==> src/rtl/sign_divider_arbiter.sv <==
// Round-robin sharing of one SignDivider between NUM_REQ requesters.
// Optional divider watchdog: define DIV_TIMEOUT_EN.
module sign_divider_arbiter #(
  parameter int WIDTH          = 8,
  parameter int NUM_REQ        = 4,
  parameter int TIMEOUT_CYCLES = 64
) (
  input  logic                       Clk,
  input  logic                       Reset,
  input  logic [NUM_REQ-1:0]         Req,
  input  logic [NUM_REQ*WIDTH-1:0]   ReqDividend,
  input  logic [NUM_REQ*WIDTH-1:0]   ReqDivider,
  input  logic [NUM_REQ-1:0]         ReqSign,
  output logic [NUM_REQ-1:0]         Grant,
  output logic [NUM_REQ-1:0]         Done,
  output logic [WIDTH-1:0]           Quotient,
  output logic [WIDTH-1:0]           Remainder,
  output logic                       Error,
  output logic                       Busy,
  output logic [WIDTH-1:0]           DivDividend,
  output logic [WIDTH-1:0]           DivDivider,
  output logic                       DivSign,
  input  logic                       DivReady,
  input  logic [WIDTH-1:0]           DivQuotient,
  input  logic [WIDTH-1:0]           DivRemainder
);

  localparam int IW = $clog2(NUM_REQ);
  localparam int CW = $clog2(TIMEOUT_CYCLES + 1);

  typedef enum logic [2:0] {
    IDLE, ISSUE, WAIT_LOW, WAIT_HIGH, DONE
  } state_t;

  state_t state;

  logic [IW-1:0]    ptr;
  logic [IW-1:0]    owner;
  logic [IW-1:0]    pick;
  logic             pick_ok;
  int               rr_j;
  logic [WIDTH-1:0] dvd;
  logic [WIDTH-1:0] dvs;
  logic             sgn;
  logic             tag_ok;
  logic [WIDTH-1:0] tag_dvd;
  logic [WIDTH-1:0] tag_dvs;
  logic             tag_sgn;
  logic [WIDTH-1:0] cq;
  logic [WIDTH-1:0] cr;
  logic             hit;
  logic [CW-1:0]    tcnt;
  logic             tmo;

  // Lowest offset from ptr wins, so scan from the far end down.
  always_comb begin
    pick    = '0;
    pick_ok = 1'b0;
    rr_j    = 0;
    for (int k = NUM_REQ - 1; k >= 0; k--) begin
      rr_j = int'(ptr) + k;
      if (rr_j >= NUM_REQ)
        rr_j = rr_j - NUM_REQ;
      if (Req[IW'(rr_j)]) begin
        pick    = IW'(rr_j);
        pick_ok = 1'b1;
      end
    end
  end

  assign hit = tag_ok && (tag_dvd == dvd) &&
               (tag_dvs == dvs) && (tag_sgn == sgn);

`ifdef DIV_TIMEOUT_EN
  always_ff @(posedge Clk) begin
    if (Reset || state == ISSUE)
      tcnt <= '0;
    else if ((state == WAIT_LOW || state == WAIT_HIGH) && !tmo)
      tcnt <= tcnt + 1'b1;
  end
`else
  assign tcnt = '0;
`endif

  assign tmo = (state == WAIT_LOW || state == WAIT_HIGH) &&
               (tcnt == CW'(TIMEOUT_CYCLES));

  always_ff @(posedge Clk) begin
    if (Reset) begin
      state       <= IDLE;
      ptr         <= '0;
      owner       <= '0;
      dvd         <= '0;
      dvs         <= '0;
      sgn         <= 1'b0;
      tag_ok      <= 1'b0;
      tag_dvd     <= '0;
      tag_dvs     <= '0;
      tag_sgn     <= 1'b0;
      cq          <= '0;
      cr          <= '0;
      Grant       <= '0;
      Done        <= '0;
      Quotient    <= '0;
      Remainder   <= '0;
      Error       <= 1'b0;
      Busy        <= 1'b0;
      DivDividend <= '0;
      DivDivider  <= '0;
      DivSign     <= 1'b0;
    end else begin
      unique case (state)
        IDLE: if (pick_ok) begin
          owner <= pick;
          Grant <= NUM_REQ'(1) << pick;
          dvd   <= ReqDividend[pick*WIDTH +: WIDTH];
          dvs   <= ReqDivider[pick*WIDTH +: WIDTH];
          sgn   <= ReqSign[pick];
          Error <= 1'b0;
          Busy  <= 1'b1;
          state <= ISSUE;
        end
        ISSUE: begin
          if (dvs == '0) begin
            Quotient  <= '1;
            Remainder <= dvd;
            Error     <= 1'b1;
            Done      <= Grant;
            state     <= DONE;
          end else if (hit) begin
            Quotient  <= cq;
            Remainder <= cr;
            Done      <= Grant;
            state     <= DONE;
          end else if (DivReady) begin
            DivDividend <= dvd;
            DivDivider  <= dvs;
            DivSign     <= sgn;
            tag_dvd     <= dvd;
            tag_dvs     <= dvs;
            tag_sgn     <= sgn;
            tag_ok      <= 1'b0;
            state       <= WAIT_LOW;
          end
        end
        WAIT_LOW, WAIT_HIGH: begin
          if (tmo) begin
            Quotient  <= '0;
            Remainder <= '0;
            Error     <= 1'b1;
            tag_ok    <= 1'b0;
            Done      <= Grant;
            state     <= DONE;
          end else if (state == WAIT_LOW) begin
            if (!DivReady)
              state <= WAIT_HIGH;
          end else if (DivReady) begin
            Quotient  <= DivQuotient;
            Remainder <= DivRemainder;
            cq        <= DivQuotient;
            cr        <= DivRemainder;
            tag_ok    <= 1'b1;
            Done      <= Grant;
            state     <= DONE;
          end
        end
        DONE: begin
          Grant <= '0;
          Done  <= '0;
          Busy  <= 1'b0;
          ptr   <= (owner == IW'(NUM_REQ - 1)) ?
                   '0 : owner + 1'b1;
          state <= IDLE;
        end
        default: state <= IDLE;
      endcase
    end
  end

endmodule

==> config.mk <==
export PLATFORM = sky130hd
export DESIGN_NAME = sign_divider_arbiter
export DESIGN_NICKNAME = d
export VERILOG_FILES = /design/src/rtl/sign_divider_arbiter.sv
export SDC_FILE = /design/constraint.sdc
export NUM_CORES = 1
export LEC_CHECK = 0
export BUFFER_PORTS_ARGS = -buffer_cell sky130_fd_sc_hd__buf_2
export CAP_MARGIN = 10
export CORE_ASPECT_RATIO = 0.7
export CORE_MARGIN = 2
export CORE_UTILIZATION = 35
export CTS_CLUSTER_DIAMETER = 150
export DETAILED_ROUTE_END_ITERATION = 12
export PLACE_DENSITY_LB_ADDON = 0.25
export SLEW_MARGIN = 30
export SYNTH_ARGS = -nofsm -noshare
export SYNTH_HDL_FRONTEND = slang
export SYNTH_SLANG_ARGS = --single-unit
==> constraint.sdc <==
create_clock -name Clk -period 2 [get_ports Clk]
set_input_delay 0.2 -clock Clk [delete_from_list [all_inputs] [get_ports Clk]]
set_output_delay 0.2 -clock Clk [all_outputs]
set_load 0.01 [all_outputs]
# --- Word-level counts from Yosys, hierarchy flattened ---
# Cells that the tools add are included.
# W data, S select, Z words.
op_classes:
  addsub: 8
  mul: 0
  n_div: 0
  magnitude_cmp: 9
  n_eq_ne: 19
  shift: 3
  n_mux: 63
  bitwise_logic: 3
  reduce_logical: 19
op_table:
  columns: ["operator", "n"]
  rows:
  - ["$mux W8", 8]
  - ["$shiftx A32 B6 Y8", 2]
  - ["$pmux W8 S2", 2]
  - ["$mux W1", 21]
  - ["$mux W3", 7]
  - ["$mux W4", 5]
  - ["$mux W2", 9]
  - ["$eq A8 B8 Y1", 2]
  - ["$lt A2 B4 Y1 const B", 4]
  - ["$reduce_and A4 Y1", 4]
  - ["$ne A2 B2 Y1 const B", 7]
  - ["$pmux W4 S3", 1]
  - ["$bmux W1 S2", 5]
  - ["$ge A3 B3 Y1 const B", 3]
  - ["$ne A3 B3 Y1 const B", 3]
  - ["$pmux W3 S3", 1]
  - ["$logic_not A8 Y1", 1]
  - ["$pmux W4 S2", 1]
  - ["$sub A2 B1 Y2 const B", 4]
  - ["$add A2 B2 Y3 const B", 2]
  - ["$eq A3 B2 Y1 const B", 2]
  - ["$pmux W1 S2", 3]
  - ["$reduce_and A3 Y1", 2]
  - ["$reduce_and A6 Y1", 1]
  - ["other kinds (17)", 24]
totals:
  regBits: 84
  latch_bits: 0
  ram_bits: 0
  rom_bits: 0
  inputBits: 91
  out_inout_bits: 43
  word_cells: 142
  mem_count: 0

# --- Longest topological paths before layout ---
# Gate-level depths: netlist of run 1.
depth:
  word_depth: 13
  depth_mapped: 8
  mapped_depth_nobuf: 6

# --- Worst setup path after synthesis of run 1 ---
# OpenSTA, ideal clock, no wires.
synth_path:
  kind: "reg-to-reg"
  startpoint: "reg tag_dvd[1]"
  endpoint: "reg tag_dvd[1]"
  setup_time_ns: 0.128
  t_arrival_ns: 1.645
  t_required_ns: 1.872
  setup_slack_ns: 0.227
  path_stages_with_launch: 9
  n_path_buf: 2
  period_less_slack_ns: 1.773
  path_cell_list: "dfxtp_1 > xor2_1 > nor4_2 > nand3_2 > o2111ai_2 > buf_6 > buf_12 > mux2i_1 > nor2_1"
synth_between:
  elab_chain_cells: 6
synth_lines:
  columns: ["element", "line_no", "rtl"]
  rows:
  - ["start, declared", "46", "logic [WIDTH-1:0] tag_dvd;"]
  - ["start signal, assigned", "139", "tag_dvd <= dvd;"]
  - ["$eq A8 B8 Y1", "71", "assign hit = tag_ok && (tag_dvd == dvd) &&"]
  - ["$logic_and A1 B1 Y1 (2 in series)", "71", null]
  - ["$logic_and A1 B1 Y1", "72", "(tag_dvs == dvs) && (tag_sgn == sgn);"]
  - ["$not A1 Y1 (no source line)", null, null]
  - ["$reduce_and A4 Y1 (no source line)", null, null]
# No other way between the ends.
# A chain may end at the register's enable or synchronous reset.

# --- Final worst setup path of run 1 ---
layout_path:
  startpoint: "reg tag_dvs[4]"
  endpoint: "reg Quotient[2]"
layout_between:
  elab_chain_cells: 5
layout_lines:
  columns: ["element", "line_no", "rtl"]
  rows:
  - ["start, declared", "47", "logic [WIDTH-1:0] tag_dvs;"]
  - ["start signal, assigned", "140", "tag_dvs <= dvs;"]
  - ["$eq A8 B8 Y1", "72", null]
  - ["$logic_and A1 B1 Y1", "71", null]
  - ["$logic_and A1 B1 Y1", "72", null]
  - ["$ne A3 B3 Y1 (no source line)", null, null]
  - ["$reduce_and A4 Y1 (no source line)", null, null]
  - ["end signal, assigned", "131", "Quotient <= cq;"]
  - ["end signal, assigned", "158", "Quotient <= DivQuotient;"]
  - ["end, declared", "16", "output logic [WIDTH-1:0] Quotient,"]
# No other way between the ends.

==> results of run 1 <==
report_power, final:
part	internal [W]	switching (W)
clock network	0.000871	0.000648
registers	0.00189	0.000196
logic	0.000859	0.00122
total	0.00362	0.00206
final timing paths:
| check | start | endpoint | slack (ns) |
|---|---|---|---|
| setup / recovery | tag_dvs[4] | Quotient[2] | 0.05 |
| hold / removal | DivQuotient[6] | cq[6] | 0.11 |
| setup reg to reg | tag_dvs[4] | Quotient[2] | 0.05 |
| hold reg to reg | cr[5] | cr[5] | 0.45 |
per-stage QoR:
step | instance area, sq um | cells | setup WS, ns | power, W
finish | 5340 | 735 | 0.0497 | 0.00568
CTS | 5250 | 732 | 0.0171 | 0.00564
global placement | 4980 | 716 | 0.0157 | 0.00407
detailed placement | 4980 | 716 | -0.0211 | 0.00412
global route | 5340 | 735 | -0.0619 | 0.00602
floorplan | 4070 | 439 | 0.227 | 0.00342
state kept, by name, indices dropped and copies added (netlist names):
register / count
Busy: 1
Done: 4
Error: 1
Grant: 4
Quotient: 8
Remainder: 8
cq: 8
cr: 8
dvd: 8
dvs: 8
owner: 2
ptr: 2
sgn: 1
state: 3
tag_dvd: 8
tag_dvs: 8
tag_ok: 1
tag_sgn: 1
worst max-delay path, stage by stage (launching register included):
cell and delay, ns:
dfxtp_2 0.34, xor2_2 0.17, nor4_2 0.35, nand3_2 0.18, o211a_1 0.29, buf_12 0.18
o211ai_1 0.21, o41ai_2 0.10
logic make-up (layout without fill, tap and decap cells):
logic type | Yosys count | in the layout | synth area share
buffers and inverters | 41 | 184 | 0.0494
AND/OR/NAND/NOR | 104 | 104 | 0.116
flip-flops | 84 | 84 | 0.413
AO/OA/AOI/OAI | 131 | 131 | 0.232
adder cells (fa/ha/maj) | 1 | 1 | 0.00307
multiplexers | 61 | 61 | 0.150
XOR/XNOR | 17 | 17 | 0.0365
routing by layer:
| layer | up-vias | share of wire | wire length (um) |
|---|---|---|---|
| met5 | - | 0 | 0 |
| met4 | 0 | 0.0098 | 113 |
| met3 | 10 | 0.069 | 804 |
| met2 | 118 | 0.43 | 4990 |
| met1 | 1795 | 0.49 | 5670 |
| li1 | 1891 | - | - |
layout by cell type (no fill, tap or decap), types with 3 or more instances in the layout:
| cell | netlist | layout |
|---|---|---|
| o21ai_0 | 26 | 23 |
| buf_4 | 2 | 24 |
| buf_12 | 1 | 3 |
| o22ai_1 | 9 | 9 |
| dfxtp_1 | 84 | 79 |
| buf_2 | 13 | 133 |
| a2bb2oi_1 | 17 | 17 |
| a21oi_1 | 35 | 32 |
| a32oi_1 | 4 | 4 |
| nor4_2 | 4 | 4 |
| nand2b_1 | 3 | 3 |
| nor3_1 | 5 | 5 |
| inv_1 | 6 | 6 |
| o41ai_2 | 8 | 8 |
| nor2_1 | 30 | 30 |
| xor2_1 | 16 | 15 |
| clkbuf_16 | 0 | 9 |
| mux2i_1 | 61 | 61 |
| nand3_1 | 4 | 4 |
| o21ai_1 | 0 | 3 |
| dfxtp_2 | 0 | 4 |
| nand2_1 | 50 | 50 |
| o211ai_1 | 12 | 12 |
| o2111ai_1 | 9 | 7 |
layout make-up:
type | count | area (sq um) | share of cell area
clock buffers | 12 | 246 | 0.0461
flip-flops and latches | 84 | 1690 | 0.316
inverters | 7 | 26.3 | 0.00492
repair buffers | 161 | 917 | 0.172
multi-input cells | 314 | 2250 | 0.421
well taps | 153 | 191 | 0.0358
clock inverters | 4 | 25.0 | 0.00468
repair_timing:
action,4_1_cts,5_1_grt
buffers inserted,0,3
hold buffers,0,0
setup endpoints to repair,0,45
gates resized for setup,0,17
==> impl_metrics.csv, run 1 <==
group,metric,value,unit
timing,tightest_slew,0.834,ns
synthesis,synth_area,0.00407,sq mm
synthesis,synth_edf_count,0,
timing,hold_viol_final,0,
floorplanning,fp.dieH,94.3,um
synthesis,synth_seq_area_share,0.413,
grt,antenna_found_initial,0,
synthesis,synth_fp_nets,531,
layout,diodes,0,
grt,grt-ovfl-total,0,
timing,rsz0062_at_grt,"yes",
critical_path,start_kind,"flip-flop",
synthesis,ys_ff_latch,84,
timing,drv_slew,0,
placed_design,place_congestion,0.805,
layout,nets,669,
timing,fin_hold_ws,0.108,ns
floorplanning,row_count,32,
clocking,cts_tree,"yes",
floorplanning,ioPinCount,134,
timing,period_needed,1.95,ns
critical_path,reg2reg_depth,7,
floorplanning,die_x,133,um
clocking,htreeDepth,3,
clocking,ctsRootBufferMaster,"clkbuf_16",
timing,setup_viol,0,
synthesis,async_reset_ff_frac,0,
critical_path,critPathArrivalTime,2.16,ns
clocking,cts_buffer_depth,2,
synthesis,synth_ff_type,"dfxtp_1",
routing,post_drt_wl_per_cell,15.7,um
grt,gr-max-usage-layer,"met2",
routing,drt.antenna.violating_nets,0,
routing,vias,3814,
routing,first_pass_iters,5,
critical_path,crit_type,"flip-flop to flip-flop",
grt,grtUsageMet3,0.0523,
grt,grt_pass1_vias,3702,
timing,post-route-period-util,0.975,
critical_path,critPathCaptureType,"flip-flop",
placed_design,hpwl,8.62,mm
power_and_ir_drop,leakagePower,2.52,nW
synthesis,synth.area.top_cells,"dfxtp_1 (41%), mux2i_1 (15%), nand2_1 (4.6%)",
layout,nFillCells,1083,
floorplanning,initial_core_util,0.365,
grt,grtUsageMet2,0.291,
clocking,cts_sinks,84,
synthesis,synth_top_area_cell,"dfxtp_1",
timing,slew_headroom,0.444,
power_and_ir_drop,peakVddDrop,0.511,mV
synthesis,ys.warnings.count,0,
grt,grtUsageTotal,0.190,
floorplanning,core-area,0.0112,sq mm
power_and_ir_drop,powerDensity,1060,mW/mm^2
synthesis,netlist_top_cells_count,"dfxtp_1 (84), mux2i_1 (61), nand2_1 (50), a21oi_1 (35), nor2_1 (30)",
status,status,"finished clean",
grt,grt_pass1_wl,18.7,mm
placed_design,port_buffers,133,
routing,viasPerCell,5.19,
synthesis,post-synth-top-count-cell,"dfxtp_1",
layout,final_layout_size_suffix_gt1_frac,0.352,
min_path,hold_path_class,"primary input to flip-flop",
synthesis,yosysTopAreaCellShare,0.413,
grt,grtUsageMet1,0.264,
flow_run,drv_cap,0,
synthesis,postSynthCellCount,439,
grt,grt_max_degree,47,
synthesis,ys_types,42,
min_path,whs_path_depth,3,
clocking,path_clk_slew,0.06,ns
layout,fin_util,0.478,
routing,drc,0,
clocking,clock_latency,0.34,ns
timing,fmax,513,MHz
floorplanning,die_area,0.0125,sq mm
routing,totalWireLength,11.6,mm
routing,drtIter0Drc,279,
timing,clock_skew,0.00753,ns
clocking,cts_buffers,9,
synthesis,postSynthAreaPerCell,9.28,sq um
layout,synthToLayoutAreaGrowth,31.2,%
timing,tns,0,ns
critical_path,critPathRequiredTime,2.20,ns
critical_path,crit_path_max_fanout,30,
Power figures use the tool's default switching activity.
==> run 2, diff against run 1 <==
Settings changed: CAP_MARGIN 10 to 20.
Clock period 2 ns to 1.8 ns, I/O delays scaled along.
==> impl_metrics.csv, run 2 (same netlist as run 1, synthesis figures left out) <==
group,metric,value,unit
status,status,"finished, violations left",
status,violations,"negative setup slack",
routing,first_pass_iters,4,
timing,hold_viol_final,0,
layout,nFillCells,1046,
floorplanning,core-area,0.0112,sq mm
timing,fin_ws,-0.208,ns
critical_path,reg2reg_depth,7,
grt,grt_pass1_vias,3878,
floorplanning,die_area,0.0125,sq mm
routing,drtIter0Drc,235,
routing,vias,3977,
timing,drv_slew,0,
clocking,cts_buffers,9,
placed_design,place_area,0.00526,sq mm
grt,grt_max_degree,68,
critical_path,r2r-start,"tag_dvs[7]",
grt,grtUsageTotal,0.199,
timing,post-route-period-util,1.12,
power_and_ir_drop,peakVddDrop,0.556,mV
critical_path,rrSetupSlack,-0.21,ns
layout,stdcell_area,0.00579,sq mm
clocking,cts_sinks,84,
timing,clock_skew,0.00803,ns
placed_design,place_congestion,0.827,
grt,antenna_found_initial,0,
grt,grt_pass1_wl,19.7,mm
timing,rsz0062_at_grt,"yes",
critical_path,critPathArrivalTime,2.22,ns
critical_path,crit_type,"flip-flop to flip-flop",
routing,drc,0,
layout,nets,703,
power_and_ir_drop,leakagePower,2.77,nW
routing,viasPerCell,5.16,
critical_path,start_kind,"flip-flop",
min_path,hold_path_class,"primary input to flip-flop",
placed_design,hpwl,9.05,mm
floorplanning,row_count,32,
floorplanning,ioPinCount,134,
timing,tightest_slew,0.591,ns
layout,multi_input_area,0.00229,sq mm
routing,drt.antenna.violating_nets,0,
floorplanning,initial_core_util,0.365,
clocking,postCtsHoldBufs,0,
layout,final_layout_size_suffix_gt1_frac,0.396,
routing,totalWireLength,12.6,mm
clocking,path_clk_slew,0.06,ns
floorplanning,fp.dieH,94.3,um
min_path,min_from,"DivQuotient[4]",
clocking,cts_buffer_depth,2,
clocking,cts_tree,"yes",
timing,setup_viol,38,
layout,seq_area,0.00169,sq mm
layout,synthToLayoutAreaGrowth,42.2,%
flow_run,drv_cap,0,
grt,grt-ovfl-total,0,
timing,slew_headroom,0.605,
clocking,clock_latency,0.34,ns
layout,final_cell_mix,"buf_2 (133), dfxtp_1 (80), mux2i_1 (61)",
min_path,whs_path_depth,3,
clocking,ctsRootBufferMaster,"clkbuf_16",
critical_path,critPathRequiredTime,2.01,ns
timing,period_needed,2.01,ns
critical_path,critPathCaptureType,"flip-flop",
layout,final_common_cell,"buf_2",
floorplanning,die_x,133,um
min_path,worstHoldEndpoint,"cq[4]",
critical_path,r2r-end,"Quotient[5]",
clocking,htreeDepth,3,
placed_design,port_buffers,133,
critical_path,crit_path_max_fanout,8,
power_and_ir_drop,total_power,0.00706,W
timing,fmax,498,MHz
routing,post_drt_wl_per_cell,16.4,um
power_and_ir_drop,powerDensity,1220,mW/mm^2
run 2: cell types whose count changed in the layout (fill, tap and decap cells not counted), sizes merged:
cell    delta
bufinv     +2
diode      +1
clkbuf     +1
buf       +31
run 2: per-layer routing:
metal  vias to the layer above  track usage  wire (um)
li1                       1964            -          -
met1                      1883        0.268       5970
met2                       124        0.319       5680
met3                         6       0.0518        871
met4                         0       0.0484         72
met5                         -            0          0
run 2: stage by stage:
| step | instances | utilization | hold WS (ns) | setup WS [ns] | setup TNS, ns |
|---|---|---|---|---|---|
| final | 770 | 0.518 | 0.0907 | -0.208 | -4.29 |
| after global placement | 745 | 0.471 | 0.432 | -0.0838 | -2.30 |
| after global routing | 769 | 0.518 | 0.0914 | -0.297 | -8.14 |
| after detailed placement | 745 | 0.471 | 0.444 | -0.150 | -2.81 |
| after floorplan | 439 | - | 0.316 | 0.0274 | 0 |
| after CTS | 763 | 0.504 | 0.0812 | -0.161 | -3.68 |
run 2: where the power goes:
group          internal, W  switching, W
Sequential         0.00210      0.000178
Combinational      0.00129       0.00154
Clock              0.00121      0.000742
run 2: repair_timing:
action                     4_1_cts  5_1_grt
pin swaps                        8        9
cloned                           0        3
setup endpoints to repair       38       44
resized for setup                9       12
setup buffers                    2        3
run 2: worst max path at each step:
stage | start | slack (ns) | end
after global routing | tag_dvs[7] | -0.30 | Quotient[5]
after floorplan | tag_dvd[1] | 0.03 | tag_dvd[1]
after CTS | dvs[4] | -0.16 | Quotient[4]
after detailed placement | dvs[2] | -0.15 | Quotient[4]
final | tag_dvs[7] | -0.21 | Quotient[5]
after global placement | dvs[2] | -0.08 | Quotient[6]
run 2: cell type report:
| cell class | count | share of cell area |
|---|---|---|
| inverter | 7 | 0.00454 |
| clock buffer | 10 | 0.0395 |
| multi-input combinational | 314 | 0.395 |
| tap | 153 | 0.0331 |
| sequential | 84 | 0.292 |
| timing repair buffer | 195 | 0.220 |
| antenna | 1 | 0.000432 |
| clock inverter | 6 | 0.0153 |
run 2: critical path: stages (launching register included):
cell	delay (ns)
dfxtp_2	0.36
xor2_4	0.19
nor4_4	0.32
nand3_2	0.18
o211a_4	0.33
buf_12	0.14
o211ai_1	0.24
o41ai_2	0.12
